`src/rtl/product_uart_tx.sv`:
```
// Queues booth_multiplier products on the tx rising edge and sends each as a UART frame.
// Define PRODUCT_TX_PARITY_EN to add an even-parity bit between data bit 7 and stop.
module product_uart_tx #(
  parameter int CLKS_PER_BIT = 4,
  parameter int FIFO_DEPTH   = 4
) (
  input  logic       CLK,
  input  logic       RST_N,
  input  logic       tx,
  input  logic [7:0] product,
  output logic       serial_out,
  output logic       busy,
  output logic       fifo_full,
  output logic       overflow
);

  localparam int AW = $clog2(FIFO_DEPTH);
  localparam int CW = $clog2(FIFO_DEPTH + 1);

  typedef enum logic [2:0] {
    S_IDLE,
    S_START,
    S_DATA,
`ifdef PRODUCT_TX_PARITY_EN
    S_PARITY,
`endif
    S_STOP
  } state_t;

  logic [7:0]    mem_q [FIFO_DEPTH];
  logic [AW-1:0] wr_ptr_q, rd_ptr_q;
  logic [CW-1:0] count_q;
  logic          tx_q, ovf_q;
  logic          push, push_ok, pop;

  state_t        state_q, state_d;
  logic [7:0]    shift_q, shift_d;
  logic [2:0]    bit_q, bit_d;
  logic [7:0]    clk_q, clk_d;
  logic          last_clk;
  logic          ser;
`ifdef PRODUCT_TX_PARITY_EN
  logic          par_q, par_d;
`endif

  // tx_q resets high so a tx already asserted at reset release is ignored.
  assign push      = tx & ~tx_q;
  assign fifo_full = (count_q == CW'(FIFO_DEPTH));
  assign push_ok   = push & (~fifo_full | pop);
  assign overflow  = ovf_q;
  assign busy      = (state_q != S_IDLE) | (count_q != '0);
  assign serial_out = ser;
  assign last_clk  = (clk_q == 8'(CLKS_PER_BIT - 1));

  always_ff @(posedge CLK) begin
    if (push_ok) mem_q[wr_ptr_q] <= product;
  end

  always_ff @(posedge CLK) begin
    if (!RST_N) begin
      tx_q     <= 1'b1;
      wr_ptr_q <= '0;
      rd_ptr_q <= '0;
      count_q  <= '0;
      ovf_q    <= 1'b0;
    end else begin
      tx_q <= tx;
      if (push_ok) wr_ptr_q <= wr_ptr_q + AW'(1);
      if (pop)     rd_ptr_q <= rd_ptr_q + AW'(1);
      if (push_ok && !pop)      count_q <= count_q + CW'(1);
      else if (!push_ok && pop) count_q <= count_q - CW'(1);
      if (push && !push_ok) ovf_q <= 1'b1;
    end
  end

  always_ff @(posedge CLK) begin
    if (!RST_N) begin
      state_q <= S_IDLE;
      shift_q <= '0;
      bit_q   <= '0;
      clk_q   <= '0;
`ifdef PRODUCT_TX_PARITY_EN
      par_q   <= 1'b0;
`endif
    end else begin
      state_q <= state_d;
      shift_q <= shift_d;
      bit_q   <= bit_d;
      clk_q   <= clk_d;
`ifdef PRODUCT_TX_PARITY_EN
      par_q   <= par_d;
`endif
    end
  end

  always_comb begin
    state_d = state_q;
    shift_d = shift_q;
    bit_d   = bit_q;
    clk_d   = clk_q;
    pop     = 1'b0;
    ser     = 1'b1;
`ifdef PRODUCT_TX_PARITY_EN
    par_d   = par_q;
`endif
    unique case (state_q)
      S_IDLE: begin
        if (count_q != '0) begin
          pop     = 1'b1;
          shift_d = mem_q[rd_ptr_q];
          bit_d   = '0;
          clk_d   = '0;
          state_d = S_START;
`ifdef PRODUCT_TX_PARITY_EN
          par_d   = ^mem_q[rd_ptr_q];
`endif
        end
      end
      S_START: begin
        ser = 1'b0;
        clk_d = last_clk ? 8'd0 : clk_q + 8'd1;
        if (last_clk) state_d = S_DATA;
      end
      S_DATA: begin
        ser = shift_q[0];
        clk_d = last_clk ? 8'd0 : clk_q + 8'd1;
        if (last_clk) begin
          shift_d = shift_q >> 1;
          bit_d   = bit_q + 3'd1;
          if (bit_q == 3'd7) begin
`ifdef PRODUCT_TX_PARITY_EN
            state_d = S_PARITY;
`else
            state_d = S_STOP;
`endif
          end
        end
      end
`ifdef PRODUCT_TX_PARITY_EN
      S_PARITY: begin
        ser = par_q;
        clk_d = last_clk ? 8'd0 : clk_q + 8'd1;
        if (last_clk) state_d = S_STOP;
      end
`endif
      S_STOP: begin
        ser = 1'b1;
        clk_d = last_clk ? 8'd0 : clk_q + 8'd1;
        if (last_clk) state_d = S_IDLE;
      end
      default: state_d = S_IDLE;
    endcase
  end

endmodule

```
`config.mk`:
```
export PLATFORM = sky130hd
export DESIGN_NAME = product_uart_tx
export DESIGN_NICKNAME = d
export VERILOG_FILES = /design/src/rtl/product_uart_tx.sv
export SDC_FILE = /design/constraint.sdc
export NUM_CORES = 1
export LEC_CHECK = 0
export ABC_AREA = 1
export CORE_ASPECT_RATIO = 1.25
export CORE_UTILIZATION = 55
export CTS_CLUSTER_SIZE = 24
export DETAILED_ROUTE_END_ITERATION = 12
export GPL_TIMING_DRIVEN = 0
export PLACE_DENSITY = 0.74
export RECOVER_POWER = 25
export SETUP_SLACK_MARGIN = 0.4
export SLEW_MARGIN = 20
export SYNTH_ARGS = -nofsm -noshare
export SYNTH_HDL_FRONTEND = slang
export SYNTH_SLANG_ARGS = --single-unit
export TNS_END_PERCENT = 50
```
`constraint.sdc`:
```
create_clock -name CLK -period 2.5 [get_ports CLK]
set_input_delay 0.5 -clock CLK [delete_from_list [all_inputs] [get_ports CLK]]
set_output_delay 0.5 -clock CLK [all_outputs]
set_load 0.005 [all_outputs]
```
# Word level (Yosys, flattened, before mapping)
# Memory sizes are Yosys's and may differ from the RTL's. A register that Yosys moved wholly into a read port is not among the register bits.
# Cells that the tools add are included.
word_totals:
  ff_bits: 31
  ramBits: 32
  inputBits: 11
  out_inout_bits: 4
  memories: 1
classes:
  addsub: 6
  n_eq_ne: 11
  mux: 24
  bitwise: 6
  reduce_logical: 15
mem_list:
  columns: ["memory", "words", "width", "read_ports", "rd_ports_with_merged_regs", "wr", "line_no", "source"]
  rows:
  - ["mem_q", 4, 8, 1, 1, 1, "30", "logic [7:0] mem_q [FIFO_DEPTH];"]
ops:
  columns: ["operator", "count"]
  rows:
  - ["$mux 8", 4]
  - ["$pmux 8 s2", 2]
  - ["$mux 3", 9]
  - ["$pmux 3 s4", 1]
  - ["$ne 2x2->1 const B", 5]
  - ["$add 8x1->8 const B", 1]
  - ["$eq 8x2->1 const B", 1]
  - ["$add 3x1->3 const B", 2]
  - ["$eq 3x2->1 const B", 2]
  - ["$eq 3x3->1 const B", 2]
  - ["$pmux 3 s2", 1]
  - ["$reduce_bool 2->1", 3]
  - ["$reduce_bool 3->1", 2]
  - ["$reduce_and 5->1", 1]
  - ["$add 2x1->2 const B", 2]
  - ["$mux 1", 4]
  - ["$mux 2", 2]
  - ["$eq 3x1->1 const B", 1]
  - ["$logic_and 1x1->1", 3]
  - ["$logic_not 3->1", 1]
  - ["$reduce_and 3->1", 1]
  - ["$reduce_or 3->1", 1]
  - ["$sub 3x1->3 const B", 1]
  - ["$and 1x1->1", 2]
  - ["other kinds (5)", 8]

# Depth between registers and ports, before layout
depth:
  ltp_word: 9
  mapped_depth: 14
  mapped_depth_nobuf: 13

# Worst setup path before layout
# Ideal clock, no wire load.
synth_path:
  path_kind: "register -> register"
  start: "register state_q[0]"
  end: "register count_q[2]"
  arrival_time_ns: 2.047
  setup_slack_ns: 0.330
  stages_incl_launch_ff: 15
  synth_period_minus_slack_ns: 2.170
  cell_sequence: "dfxtp_1 > inv_1 > ha_1 > inv_2 > buf_2 > nand3_1 > nand2_2 > inv_1 > ha_1 > inv_1 > fa_1 > a21oi_1 > o21ai_0 > o21ai_0 > a21oi_1"
synth_via:
  elab_chain_cells: 7
  word_cells_on_any_way: 10
synth_lines:
  columns: ["element", "line_no", "source"]
  rows:
  - ["start, declared", "36", "state_t state_q, state_d;"]
  - ["start signal, assigned", "86", "state_q <= state_d;"]
  - ["$logic_not 3->1 (*)", "106", "unique case (state_q)"]
  - ["$mux 1 (*)", "106", null]
  - ["$or 1x1->1 (*)", "49", "assign push_ok = push & (~fifo_full | pop);"]
  - ["$and 1x1->1 (*)", "49", null]
  - ["net push_ok", "34", "logic push, push_ok, pop;"]
  - ["$logic_not 1->1", "71", "else if (!push_ok && pop) count_q <= count_q - CW'(1);"]
  - ["$logic_and 1x1->1", "71", null]
  - ["$reduce_bool 2->1 (no line)", null, null]
  - ["end signal, assigned", "70", "if (push_ok && !pop) count_q <= count_q + CW'(1);"]
  - ["end signal, assigned", "71", null]
  - ["end, declared", "32", "logic [CW-1:0] count_q;"]
# The timed path passes the listed nets; every way through them passes the cells marked *.
# A chain may end at the register's enable or synchronous reset.

# Worst setup path after layout
layout_path:
  start: "register state_q[0]"
  end: "output port busy"
layout_via:
  elab_chain_cells: 2
layout_lines:
  columns: ["element", "line_no", "source"]
  rows:
  - ["$reduce_bool 3->1", "51", "assign busy = (state_q != S_IDLE) | (count_q != '0);"]
  - ["$or 1x1->1", "51", null]
  - ["end, declared", "12", "output logic busy,"]
# Every way passes these cells.

==> flow_summary.json <==
{
  "status": "finished, final reports clean",
  "drc_errors": 0,
  "hpwl_microns": 4280,
  "p_per_area_nw_per_um2": 1130,
  "cpLargestDelayFamily": "buffers and inverters",
  "cts_htree_levels": 3,
  "cts-root-buf": "clkbuf_8",
  "grt_max_degree": 12,
  "die_w_microns": 70.9,
  "slew_headroom_pct": 52.4,
  "drive_gt1_share_pct": 22.1,
  "timing.fmax_ghz": 0.476,
  "ys.flop_type": "edfxtp_1",
  "worst_pin_slew_ns": 0.711,
  "required_ns": 2.00,
  "wl_per_cell_microns": 12.9,
  "area_delta_synth_final_pct": 17.7,
  "placementRows": 31,
  "clk_pin_slew_ns": 0.07,
  "cts_buffer_depth": 2,
  "min-delay-start": "rd_ptr_q[1]$_SDFFE_PN0P_",
  "crit_start": "state_q[0]$_SDFFE_PN0P_",
  "r2r_start": "state_q[1]$_SDFFE_PN0P_",
  "clock_latency_ns": 0.34,
  "cap_violations": 0,
  "rrSetupSlack_ns": 0.45,
  "hold_viol": 0,
  "synth_area_leaders": "edfxtp_1, dfxtp_1, nand2_1",
  "syn_inst": 392,
  "leakagePower_uw": 0.00174,
  "rsz0062_at_grt": "true",
  "cp.arrival_ns": 1.60,
  "grt_usage_pct": 22.3,
  "cp-start-kind": "flop",
  "worst_slack_ns": 0.399,
  "synth_common_cells": "nand2_1, inv_1, dfxtp_1, edfxtp_1",
  "synth_edf_count": 32,
  "synth.avg_cell_area_sq_um": 8.33,
  "fin_crit_sh_pct": 84.0,
  "ys_seq_elements": 64,
  "max_stage_delay_ns": 0.53,
  "p_total_uw": 4340,
  "design.core.area_sq_um": 5740,
  "n_fill_cell": 464,
  "worst-setup-path-type": "flop to output pin",
  "drt-total-wl_microns": 6340,
  "grt_antenna_before_repair": 0,
  "worst_path_max_delay_cell": "clkdlybuf4s50_1",
  "cts_tree": "done",
  "finClkSkew_ns": 0.00643,
  "async_reset_ff_share_pct": 0,
  "ys_warn_count": 0,
  "ys_seq_area_share_pct": 49.1,
  "post-route-util_pct": 66.9,
  "dieHeight_microns": 88.1,
  "syn-num-nets": 416,
  "drt-initial-drc-count": 159,
  "grt_overflow_total": 0,
  "dieArea_sq_um": 6250,
  "clkSinkCount": 64,
  "period_needed_ns": 2.10,
  "grt_pass1_vias": 2381,
  "cp_num_buf_inv": 2,
  "synth.cell_area_sq_um": 3260,
  "ant_nets": 0,
  "gp_congestion": 0.824,
  "post-place-ws_ns": -0.0840,
  "initial_core_util_pct": 56.9,
  "cts_buffers": 9,
  "ios": 15,
  "antenna_cells": 0,
  "layout.nets": 445,
  "synth.most_common_cell": "nand2_1",
  "ys_types": 31,
  "yosysTopAreaCell": "edfxtp_1",
  "cp_max_fo": 6,
  "peakVddDrop_uv": 657,
  "port_buffers": 14,
  "setup_viol": 0,
  "crit_chain": "inv_4 -> ha_4 -> nand3_4 -> clkdlybuf4s50_1",
  "endpoint_kind": "output pin",
  "synth_top_area_share_pct": 29.4,
  "hp-class": "flop to flop",
  "vias": 2443,
  "drt_pre_antenna_iters": 5,
  "slew_viol_final": 0,
  "drt-vias-per-instance": 4.97,
  "grt_first_pass_wirelength_microns": 10500
}
final cells by class:
class | count | area, sq um | share of cell area, %
Sequential cell | 64 | 1610 | 41.9
Multi-Input combinational cell | 243 | 1350 | 35.2
Inverter | 75 | 287 | 7.46
Timing Repair Buffer | 18 | 169 | 4.40
Clock buffer | 11 | 151 | 3.94
Clock inverter | 5 | 103 | 2.67
Buffer | 10 | 90.1 | 2.34
Tap cell | 66 | 82.6 | 2.15
tightest hold or removal path, stage by stage (launching register included):
cell and delay (ns):
dfxtp_1 0.30, inv_1 0.06, a21oi_1 0.07
power breakdown:
group / switching (uW) / internal [uW]
clock network: 403 / 715
registers: 104 / 1250
logic: 1120 / 737
per-stage QoR:
stage | hold WS (ns) | cells | cell area [sq um] | setup TNS [ns]
2_1_floorplan | 0.441 | 392 | 3280 | 0
3_3_place_gp | 0.453 | 472 | 3500 | -0.0352
3_5_place_dp | 0.467 | 472 | 3500 | -0.0840
4_1_cts | 0.481 | 490 | 3810 | 0
5_1_grt | 0.514 | 492 | 3840 | 0
6_report | 0.479 | 492 | 3840 | 0
final timing paths:
kind | end | depth (start not counted)
max | busy | 4
min | rd_ptr_q[1]$_SDFFE_PN0P_ | 2
min reg2reg | rd_ptr_q[1]$_SDFFE_PN0P_ | 2
max reg2reg | count_q[2]$_SDFFE_PN0P_ | 14
per-layer routing:
layer	track usage [%]	vias up	routed length (microns)
met2	42.3	46	3350
li1	-	1254	-
met1	24.5	1136	2640
met3	4.03	7	259
met4	9.27	0	85
met5	0	-	0
logic make-up after synthesis:
logic type	synth area share (%)
and+or+nand+nor	29.3
buffers and inverters	11.1
DFF	49.1
adders and majority gates	5.21
xor gates and xnor gates	0.537
AOI/OAI and AO/OA	4.83
timing repair:
action | 4_1_cts | 5_1_grt
setup endpoints to repair | 12 | 29
hold buffers | 0 | 0
pin swaps | 2 | 1
buffers inserted | 2 | 2
gates resized for setup | 17 | 6
placed cells by master, fill, tap and decap left out, types with 14 or more instances in the layout:
master,Yosys,final
nor2_1,27,22
dfxtp_1,32,30
nand2_1,101,101
inv_1,61,59
nand3_1,27,26
nand2_2,15,14
a21oi_1,18,18
nor2_2,12,17
edfxtp_1,32,32
registers in the layout, indices dropped and copies added, names as in the netlist, named ones only:
name / flops
mem_q: 32
tx_q: 1
shift_q: 8
state_q: 2
bit_q: 3
overflow: 1
rd_ptr_q: 2
wr_ptr_q: 2
clk_q: 8
count_q: 3
Power figures use the tool's default switching activity.
